`src/rtl/uart_crc_frame_tx_if.sv`:
```
// Valid/ready byte stream feeding the UART CRC frame transmitter.
// The source side drives data, last and valid. The transmitter side returns ready.
interface uart_crc_frame_tx_if #(
    parameter int DATA_BITS = 8
);
    logic [DATA_BITS-1:0] s_data;
    logic                 s_last;
    logic                 s_valid;
    logic                 s_ready;

    modport master (output s_data, output s_last, output s_valid, input s_ready);
    modport slave  (input s_data, input s_last, input s_valid, output s_ready);
endinterface

```
`src/rtl/uart_crc_frame_tx.sv`:
```
// UART transmitter that appends the running CRC-8 of each packet as an extra frame.
// The packet ends at the word flagged s_last. The CRC restarts after every trailer.
module uart_crc_frame_tx #(
    parameter int         CLKS_PER_BIT = 16,
    parameter int         DATA_BITS    = 8,
    parameter int         PARITY       = 0,
    parameter int         STOP_BITS    = 1,
    parameter logic [7:0] CRC_POLY     = 8'h07,
    parameter logic [7:0] CRC_INIT     = 8'h00
) (
    input  logic                  clk,
    input  logic                  reset,
    uart_crc_frame_tx_if.slave    s,
    output logic                  tx,
    output logic                  busy,
    output logic [7:0]            crc_out,
    output logic                  crc_valid
);
    localparam int         BAUD_W   = $clog2(CLKS_PER_BIT);
    localparam logic [BAUD_W-1:0] BAUD_MAX = BAUD_W'(CLKS_PER_BIT - 1);
    localparam logic       PAR_ODD  = (PARITY == 2);

    typedef enum logic [3:0] {
        S_IDLE, S_START, S_DATA, S_PARITY, S_STOP,
        S_CRC_START, S_CRC_DATA, S_CRC_PARITY, S_CRC_STOP
    } state_t;

    state_t               r_state, w_state_next;
    logic [BAUD_W-1:0]    r_baud, w_baud_next;
    logic [2:0]           r_bit, w_bit_next;
    logic [DATA_BITS-1:0] r_data, w_data_next;
    logic                 r_last;
    logic [7:0]           r_crc, w_crc_next;
    logic [7:0]           r_crc_tx, w_crc_tx_next;
    logic                 r_tx;
    logic [7:0]           r_crc_out;
    logic                 r_crc_valid;
    logic                 w_tick, w_accept, w_load_crc_tx, w_crc_done;

    // MSB-first CRC over one DATA_BITS-wide word
    function automatic logic [7:0] crc_step(input logic [7:0] crc_in, input logic [DATA_BITS-1:0] word);
        logic [7:0] c;
        logic       fb;
        c = crc_in;
        for (int i = DATA_BITS - 1; i >= 0; i--) begin
            fb = c[7] ^ word[i];
            c  = {c[6:0], 1'b0} ^ (fb ? CRC_POLY : 8'h00);
        end
        return c;
    endfunction

    function automatic logic tx_level(input state_t st, input logic [2:0] idx,
                                      input logic [7:0] d, input logic [7:0] c);
        case (st)
            S_START, S_CRC_START: return 1'b0;
            S_DATA:               return d[idx];
            S_PARITY:             return (^d) ^ PAR_ODD;
            S_CRC_DATA:           return c[idx];
            S_CRC_PARITY:         return (^c) ^ PAR_ODD;
            default:              return 1'b1;
        endcase
    endfunction

    assign w_tick = (r_baud == BAUD_MAX);

    always_comb begin
        w_state_next  = r_state;
        w_baud_next   = r_baud;
        w_bit_next    = r_bit;
        w_accept      = 1'b0;
        w_load_crc_tx = 1'b0;
        w_crc_done    = 1'b0;
        if (r_state != S_IDLE) begin
            w_baud_next = w_tick ? '0 : BAUD_W'(r_baud + 1'b1);
        end
        case (r_state)
            S_IDLE: begin
                if (s.s_valid) begin
                    w_accept     = 1'b1;
                    w_state_next = S_START;
                    w_bit_next   = '0;
                end
            end
            S_START: if (w_tick) w_state_next = S_DATA;
            S_DATA: begin
                if (w_tick) begin
                    if (r_bit == 3'(DATA_BITS - 1)) begin
                        w_bit_next   = '0;
                        w_state_next = (PARITY != 0) ? S_PARITY : S_STOP;
                    end else begin
                        w_bit_next = r_bit + 3'd1;
                    end
                end
            end
            S_PARITY: if (w_tick) w_state_next = S_STOP;
            S_STOP: begin
                if (w_tick) begin
                    if (r_bit == 3'(STOP_BITS - 1)) begin
                        w_bit_next = '0;
                        if (r_last) begin
                            w_state_next  = S_CRC_START;
                            w_load_crc_tx = 1'b1;
                        end else begin
                            w_state_next = S_IDLE;
                        end
                    end else begin
                        w_bit_next = r_bit + 3'd1;
                    end
                end
            end
            S_CRC_START: if (w_tick) w_state_next = S_CRC_DATA;
            S_CRC_DATA: begin
                if (w_tick) begin
                    if (r_bit == 3'd7) begin
                        w_bit_next   = '0;
                        w_state_next = (PARITY != 0) ? S_CRC_PARITY : S_CRC_STOP;
                    end else begin
                        w_bit_next = r_bit + 3'd1;
                    end
                end
            end
            S_CRC_PARITY: if (w_tick) w_state_next = S_CRC_STOP;
            S_CRC_STOP: begin
                if (w_tick) begin
                    if (r_bit == 3'(STOP_BITS - 1)) begin
                        w_bit_next   = '0;
                        w_crc_done   = 1'b1;
                        w_state_next = S_IDLE;
                    end else begin
                        w_bit_next = r_bit + 3'd1;
                    end
                end
            end
            default: w_state_next = S_IDLE;
        endcase
    end

    assign w_data_next   = w_accept ? s.s_data : r_data;
    assign w_crc_tx_next = w_load_crc_tx ? r_crc : r_crc_tx;
    assign w_crc_next    = w_accept   ? crc_step(r_crc, s.s_data) :
                           w_crc_done ? CRC_INIT : r_crc;

    // tx is registered from the next-state view so the pin never glitches
    always_ff @(posedge clk or posedge reset) begin
        if (reset) begin
            r_state     <= S_IDLE;
            r_baud      <= '0;
            r_bit       <= '0;
            r_data      <= '0;
            r_last      <= 1'b0;
            r_crc       <= CRC_INIT;
            r_crc_tx    <= '0;
            r_tx        <= 1'b1;
            r_crc_out   <= 8'h00;
            r_crc_valid <= 1'b0;
        end else begin
            r_state     <= w_state_next;
            r_baud      <= w_baud_next;
            r_bit       <= w_bit_next;
            r_data      <= w_data_next;
            r_last      <= w_accept ? s.s_last : r_last;
            r_crc       <= w_crc_next;
            r_crc_tx    <= w_crc_tx_next;
            r_tx        <= tx_level(w_state_next, w_bit_next, 8'(w_data_next), w_crc_tx_next);
            r_crc_out   <= w_crc_done ? r_crc_tx : r_crc_out;
            r_crc_valid <= w_crc_done;
        end
    end

    assign s.s_ready = (r_state == S_IDLE) && !reset;
    assign tx        = r_tx;
    assign busy      = (r_state != S_IDLE);
    assign crc_out   = r_crc_out;
    assign crc_valid = r_crc_valid;
endmodule

```
`src/flat_wrapper.sv`:
```
// flat-port wrapper written by rule: the top's interface ports become plain ports
module uart_crc_frame_tx_flat 
#(
    parameter int         CLKS_PER_BIT = 16,
    parameter int         DATA_BITS    = 8,
    parameter int         PARITY       = 0,
    parameter int         STOP_BITS    = 1,
    parameter logic [7:0] CRC_POLY     = 8'h07,
    parameter logic [7:0] CRC_INIT     = 8'h00
)
  (clk, reset, tx, busy, crc_out, crc_valid, s_s_data, s_s_last, s_s_valid, s_s_ready);
  uart_crc_frame_tx_if #(.DATA_BITS(DATA_BITS)) s_i ();
  input  logic clk;
  input  logic reset;
  output logic tx;
  output logic busy;
  output logic [7:0] crc_out;
  output logic crc_valid;
  input wire logic [$bits(s_i.s_data)-1:0] s_s_data;
  input wire logic [$bits(s_i.s_last)-1:0] s_s_last;
  input wire logic [$bits(s_i.s_valid)-1:0] s_s_valid;
  output wire logic [$bits(s_i.s_ready)-1:0] s_s_ready;
  assign s_i.s_data = s_s_data;
  assign s_i.s_last = s_s_last;
  assign s_i.s_valid = s_s_valid;
  assign s_s_ready = s_i.s_ready;
  uart_crc_frame_tx #(.CLKS_PER_BIT(CLKS_PER_BIT), .DATA_BITS(DATA_BITS), .PARITY(PARITY), .STOP_BITS(STOP_BITS), .CRC_POLY(CRC_POLY), .CRC_INIT(CRC_INIT)) u_core (.clk(clk), .reset(reset), .s(s_i), .tx(tx), .busy(busy), .crc_out(crc_out), .crc_valid(crc_valid));
endmodule
```
`config.mk`:
```
export PLATFORM = sky130hd
export DESIGN_NAME = uart_crc_frame_tx_flat
export DESIGN_NICKNAME = d
export VERILOG_FILES = /design/src/rtl/uart_crc_frame_tx_if.sv /design/src/rtl/uart_crc_frame_tx.sv /design/src/flat_wrapper.sv
export SDC_FILE = /design/constraint.sdc
export NUM_CORES = 1
export LEC_CHECK = 0
export CELL_PAD_IN_SITES_DETAIL_PLACEMENT = 0
export CELL_PAD_IN_SITES_GLOBAL_PLACEMENT = 1
export CORE_ASPECT_RATIO = 1.4
export CORE_MARGIN = 1
export CORE_UTILIZATION = 44
export DETAILED_ROUTE_END_ITERATION = 7
export HOLD_SLACK_MARGIN = 0.15
export PLACE_DENSITY = 0.83
export RECOVER_POWER = 50
export SYNTH_ARGS = -nofsm -noshare
export SYNTH_HDL_FRONTEND = slang
export SYNTH_SLANG_ARGS = --single-unit
```
`constraint.sdc`:
```
create_clock -name clk -period 3.1 [get_ports clk]
set_input_delay 0.31 -clock clk [delete_from_list [all_inputs] [get_ports clk]]
set_output_delay 0.31 -clock clk [all_outputs]
set_load 0.02 [all_outputs]
```
**Yosys cells after proc, flatten, opt, wreduce, memory -nomap -nowiden**

Index checks and enable logic that the tools add are counted.

- $add $sub $neg: 2
- Multiply operators: 0
- Div/mod/pow operators: 0
- Magnitude comparators: 1
- Equality and inequality tests: 16
- Shift operators: 0
- Mux-type cells: 48
- Bitwise logic cells: 16
- Reductions and logical operators: 11

Operators with widths:

| kind | number |
|---|---|
| $xor A8 B8 Y8 | 8 |
| $mux W4 | 14 |
| $mux W3 | 14 |
| $pmux W4 S9 | 1 |
| $mux W8 | 4 |
| $eq A4 B3 Y1 const B | 7 |
| $eq A4 B2 Y1 const B | 4 |
| $reduce_xor A8 Y1 | 2 |
| $mux W1 | 11 |
| $pmux W3 S3 | 1 |
| $eq A4 B1 Y1 const B | 2 |
| $eq A4 B4 Y1 const B | 2 |
| $xor A1 B1 Y1 | 8 |
| $bmux W1 S3 | 2 |
| $reduce_or A2 Y1 | 3 |
| $pmux W1 S5 | 1 |
| $add A4 B1 Y4 const B | 1 |
| $logic_not A4 Y1 | 1 |
| $lt A3 B4 Y1 const B | 1 |
| $reduce_bool A4 Y1 | 1 |
| $add A3 B1 Y3 const B | 1 |
| $eq A3 B3 Y1 const B | 1 |
| $logic_not A3 Y1 | 1 |
| $reduce_bool A2 Y1 | 1 |
| 2 further kinds | 2 |

- Bits in registers: 46
- Latch bits: 0
- Bits in writable memories: 0
- ROM bits: 0
- Input bits: 12
- Output and inout bits: 12
- Word-level logic and storage cells: 104
- Memories kept: 0

**Depth between registers and ports, before layout**

- Depth after elaboration: 25
- Depth in mapped cells: 10
- Depth with buffers taken out: 10

**Worst setup path before layout**

OpenSTA, ideal clock, no wires.

- Path type: register to register
- From: reg u_core.r_state[2]
- To: reg u_core.r_tx, in the netlist u_core.tx
- Setup time: 0.091 ns
- Data arrival time: 2.258 ns
- Data required time: 3.009 ns
- Setup slack: 0.752 ns
- Cell stages (with the launch flop): 10
- Path buffers: 1
- Clock period less this slack: 2.348 ns
- Cells stage by stage: dfrtp_1 > buf_6 > or3b_4 > a211oi_4 > mux2i_1 > nor2_4 > nand2_1 > nand3_1 > a2111oi_0 > o31ai_1

- Longest elaborated chain between the ends: 6
- Elaborated cells between the ends (all ways): 44
- Classes of those cells: eq/ne (14); mux (24); reduce/logical (6)

RTL lines:

| item | line | text |
|---|---|---|
| start, declared | uart_crc_frame_tx.sv:28 | `state_t r_state, w_state_next;` |
| start signal, assigned | uart_crc_frame_tx.sv:157 | `r_state <= w_state_next;` |
| $eq A4 B3 Y1 (tied with other cells) | uart_crc_frame_tx.sv:76 | `case (r_state)` |
| $reduce_or A2 Y1 (no source line) | - |  |
| $pmux W3 S3 (*) | uart_crc_frame_tx.sv:76 |  |
| via u_core.w_bit_next[2] | uart_crc_frame_tx.sv:30 | `logic [2:0] r_bit, w_bit_next;` |
| $bmux W1 S3, on equally long branches | uart_crc_frame_tx.sv:58, uart_crc_frame_tx.sv:56 |  |
| $mux W1, on equally long branches | uart_crc_frame_tx.sv:58, uart_crc_frame_tx.sv:56 |  |
| $pmux W1 S5 (*) | uart_crc_frame_tx.sv:54 | `case (st)` |
| end signal, assigned | uart_crc_frame_tx.sv:164 | `r_tx <= tx_level(w_state_next, w_bit_next, 8'(w_data_next), w_crc_tx_next);` |
| end, declared | uart_crc_frame_tx.sv:35 | `logic r_tx;` |

Mark *: on every way through the listed nets, which the timed path passes. The rest lies on a longest branch. The select of a mux whose other input is x is not followed.
A chain may end at the register's enable or synchronous reset.

**Worst setup path after layout**

- From: reg u_core.r_state[3]
- To: reg u_core.r_tx, in the netlist u_core.tx

The elaborated chain is that of the path after synthesis.

==> results.py <==
metrics = {
    "sta": {
        "rsz0062_at_grt": "false",
        "period_needed_ns": 2.64,
        "worstMarginPinSlew_ns": 1.74,
        "worst_clock_skew_ns": 0.0148,
        "setup_viol": 0,
        "finalHoldViolations": 0,
        "slew_headroom_pct": -16.4,
        "holdWs_ns": 0.473,
        "fin_crit_sh_pct": 85.3,
        "max_freq_mhz": 378,
        "final.setup.tns_ns": 0,
        "finalMaxSlewViolations": 47,
    },
    "setup_path": {
        "endpoint_kind": "flip-flop",
        "worst-r2r-setup-slack_ns": 0.46,
        "r2r-end": "u_core.tx$_DFF_PP1_",
        "path_class": "reg2reg",
        "required_ns": 3.32,
        "r2r_cells": 8,
        "cp_max_fo": 13,
        "cp.arrival_ns": 2.87,
        "critPathLaunchType": "flip-flop",
        "worstReg2RegStart": "u_core.r_state[3]$_DFF_PP0_",
    },
    "clock_network": {
        "cts_tree": "built",
        "cts_hold_buf": 0,
        "h-tree-depth": 2,
        "clk_path_buf_depth": 2,
        "root_buffer": "clkbuf_8",
        "post_cts_buffers": 0,
        "insertion_delay_ns": 0.30,
        "ctsResizeCount": 0,
        "cts_buffers": 5,
        "clock-sinks": 46,
        "path_clk_slew_ns": 0.09,
    },
    "global_routing": {
        "grt.overflow.total": 0,
        "grt_max_degree": 47,
        "antenna_found_initial": 0,
        "track_usage_pct": 19.5,
        "grt_pass1_wl_um": 9380,
        "grt_pass1_vias": 2013,
    },
    "finish": {
        "syn2layout_area_growth_pct": 13.8,
        "drive_gt1_share_pct": 8.68,
        "nFillCells": 567,
        "nNetsFinal": 326,
        "num_antenna_cells": 0,
        "regArea_um2": 1150,
        "multiInputGateArea_um2": 1420,
    },
    "detailed_routing": {
        "drt_iter0_markers": 65,
        "drc_errors": 0,
        "wl_met3_um": 135,
        "wire_per_inst_um": 14.7,
        "wl_met2_um": 2940,
        "firstDrtPassIters": 4,
        "ant_nets": 0,
        "wl_um": 5600,
        "met1_length_um": 2470,
        "vias_per_cell": 5.31,
        "route.vias.total": 2023,
        "topRoutingLayerUsed": "met4",
    },
    "logic_synthesis": {
        "synth_xor_area_share_pct": 15.3,
        "synth_area_um2": 2690,
        "yosysUniqueCellTypes": 46,
        "synth_cells": 287,
        "muxShareOfSynthArea_pct": 7.48,
        "synth_top_family_by_area": "simple AND/OR/NAND/NOR gates",
        "synth-simple-area-share_pct": 17.7,
        "synth_compound_area_share_pct": 10.5,
        "synth_fp_nets": 303,
        "seq_area_frac_synth_pct": 42.8,
        "ys_warn_count": 0,
        "synth_fa_ha_area_share_pct": 1.86,
        "ys_ff_latch": 46,
        "avgSynthCellArea_um2": 9.38,
    },
    "power_and_ir_drop": {
        "internal_power_uw": 876,
        "p_switching_uw": 257,
        "p_seq_share_pct": 52.9,
        "combPwrFrac_pct": 7.0,
        "p_clk_share_pct": 40.1,
        "vdd_drop_max_mv": 0.216,
        "p_leak_nw": 1.39,
        "swShare_pct": 22.7,
        "cellPowerDensity_nw_per_um2": 370,
    },
    "status": {
        "violations": "max-capacitance violations, max-slew violations",
        "status": "complete, but fails checks",
    },
    "die": {
        "die_w_um": 68.1,
        "fp.dieArea_um2": 6440,
        "top_level_ports": 24,
        "die-height_um": 94.5,
        "core.rowCount": 33,
        "initial_core_util_pct": 45.9,
        "fp.coreArea_um2": 5860,
    },
    "place": {
        "numPortBuffers": 23,
        "dpl.hpwl_um": 4160,
        "gp_congestion": 0.839,
    },
    "worst_hold_path": {
        "min_to": "u_core.crc_out[0]$_DFFE_PP0P_",
        "hold_path_depth": 2,
        "worstHoldStart": "u_core.crc_out[0]$_DFFE_PP0P_",
        "holdCritPathClass": "reg2reg",
    },
    "run": {
        "drv_cap": 1,
    },
}
per-layer routing:
layer,track usage [%],vias up
met2,34.1,33
met4,7.47,0
li1,-,1014
met5,0,-
met3,2.17,6
met1,23.9,970
cell type report:
class	instances	share of cell area, %
Clock buffer	5	2.25
Multi-Input combinational cell	222	46.4
Inverter	9	1.10
Sequential cell	46	37.6
Timing Repair Buffer	26	8.25
Clock inverter	3	1.47
Tap cell	70	2.86
sequential cells by signal (all words and copies together), names as in the netlist:
name,cells
u_core.crc_out,8
u_core.r_crc,8
u_core.r_crc_tx,8
u_core.r_data,8
u_core.r_baud,4
u_core.r_state,4
u_core.r_bit,3
u_core.crc_valid,1
u_core.r_last,1
u_core.tx,1
per-stage QoR:
step | instances | total power, mW | util (%) | setup slack (ns) | instance area [um^2]
finish | 381 | 1.13 | 52.2 | 0.456 | 3060
global route | 381 | 1.17 | 52.2 | 0.271 | 3060
CTS | 381 | 1.14 | 52.2 | 0.446 | 3060
detailed placement | 373 | 0.693 | 50.3 | 0.482 | 2950
global placement | 373 | 0.692 | 50.3 | 0.532 | 2950
floorplan | 287 | 0.665 | - | 0.752 | 2690
power by group through the flow:
stage | clock network (mW) | logic, mW | registers [mW]
floorplan | 0 | 0.0531 | 0.611
global placement | 0 | 0.0808 | 0.611
detailed placement | 0 | 0.0815 | 0.611
CTS | 0.463 | 0.0818 | 0.600
global route | 0.481 | 0.0880 | 0.600
finish | 0.454 | 0.0797 | 0.600
cell usage in the layout, fill, tap and decap left out, types with 2 or more instances in the layout:
cell type        instances
nand3_1                 13
nor2b_1                  2
clkdlybuf4s50_1         17
a21oi_1                  8
o32ai_1                  2
mux2_2                   9
nor4_1                   2
clkbuf_8                 5
dlygate4sd3_1            6
clkinvlp_4               2
o21ai_0                 18
nor2_1                  11
mux2i_1                 10
inv_1                    8
a31oi_1                  3
xnor2_1                 38
ha_1                     4
xor2_1                   9
buf_4                    3
and3_1                   2
nand2_1                 67
nand4_1                  2
dfrtp_1                 45
synth_stat cells (all sizes together):
library cell,number,area [um^2]
o2111ai,1,8.76
a22oi,1,7.51
and2,1,6.26
dfstp,1,26.3
clkinv,1,3.75
or3b,1,11.3
xnor2,38,333
nor3,1,5.00
nor4,2,12.5
ha,4,50.1
o31ai,1,7.51
o221ai,1,8.76
nand2,68,258
nor2b,2,12.5
a21oi,8,40.0
a211oi,1,20.0
a31oi,3,18.8
o211ai,1,7.51
or2b,1,8.76
mux2i,10,100
o21ai,19,95.1
o311a,1,10.0
and3,2,12.5
o32ai,2,17.5
buf,3,26.3
o22ai,1,6.26
dfrtp,45,1130
mux2,9,101
o21bai,1,7.51
o32a,1,10.0
nor2,12,52.6
nand2b,1,6.26
a2111oi,1,8.76
nand3,13,65.1
inv,8,30.0
xor2,9,78.8
nand4,2,12.5
or3,2,13.8
a211o,1,8.76
clkbuf,7,56.3
critical path, stage by stage (launching register included):
cell and delay, ns:
dfrtp_1 0.56, or3b_4 0.45, a211oi_4 0.33, a31oi_1 0.20
nor2_4 0.30, mux2i_1 0.22, nor2_1 0.06, a2111oi_0 0.32
o31ai_1 0.13
cell families (layout without fill, tap and decap cells):
logic type,count (synthesis),in the layout
AO/OA/AOI/OAI,44,44
XOR/XNOR,47,47
adder cells (fa/ha/maj),4,4
buffers and inverters,19,43
flip-flops,46,46
multiplexers,19,19
AND/OR/NAND/NOR,108,108
worst max-delay path by stage:
| stage | start | cells after the start | to | slack, ns |
|---|---|---|---|---|
| after floorplan | u_core.r_state[2]$_DFF_PP0_ | 9 | u_core.tx$_DFF_PP1_ | 0.75 |
| after global placement | u_core.r_state[3]$_DFF_PP0_ | 8 | u_core.tx$_DFF_PP1_ | 0.53 |
| after detailed placement | u_core.r_state[3]$_DFF_PP0_ | 8 | u_core.tx$_DFF_PP1_ | 0.48 |
| after CTS | u_core.r_state[3]$_DFF_PP0_ | 8 | u_core.tx$_DFF_PP1_ | 0.45 |
| after global routing | u_core.r_state[3]$_DFF_PP0_ | 8 | u_core.tx$_DFF_PP1_ | 0.27 |
| final | u_core.r_state[3]$_DFF_PP0_ | 8 | u_core.tx$_DFF_PP1_ | 0.46 |
(Power assumes the default switching activity.)
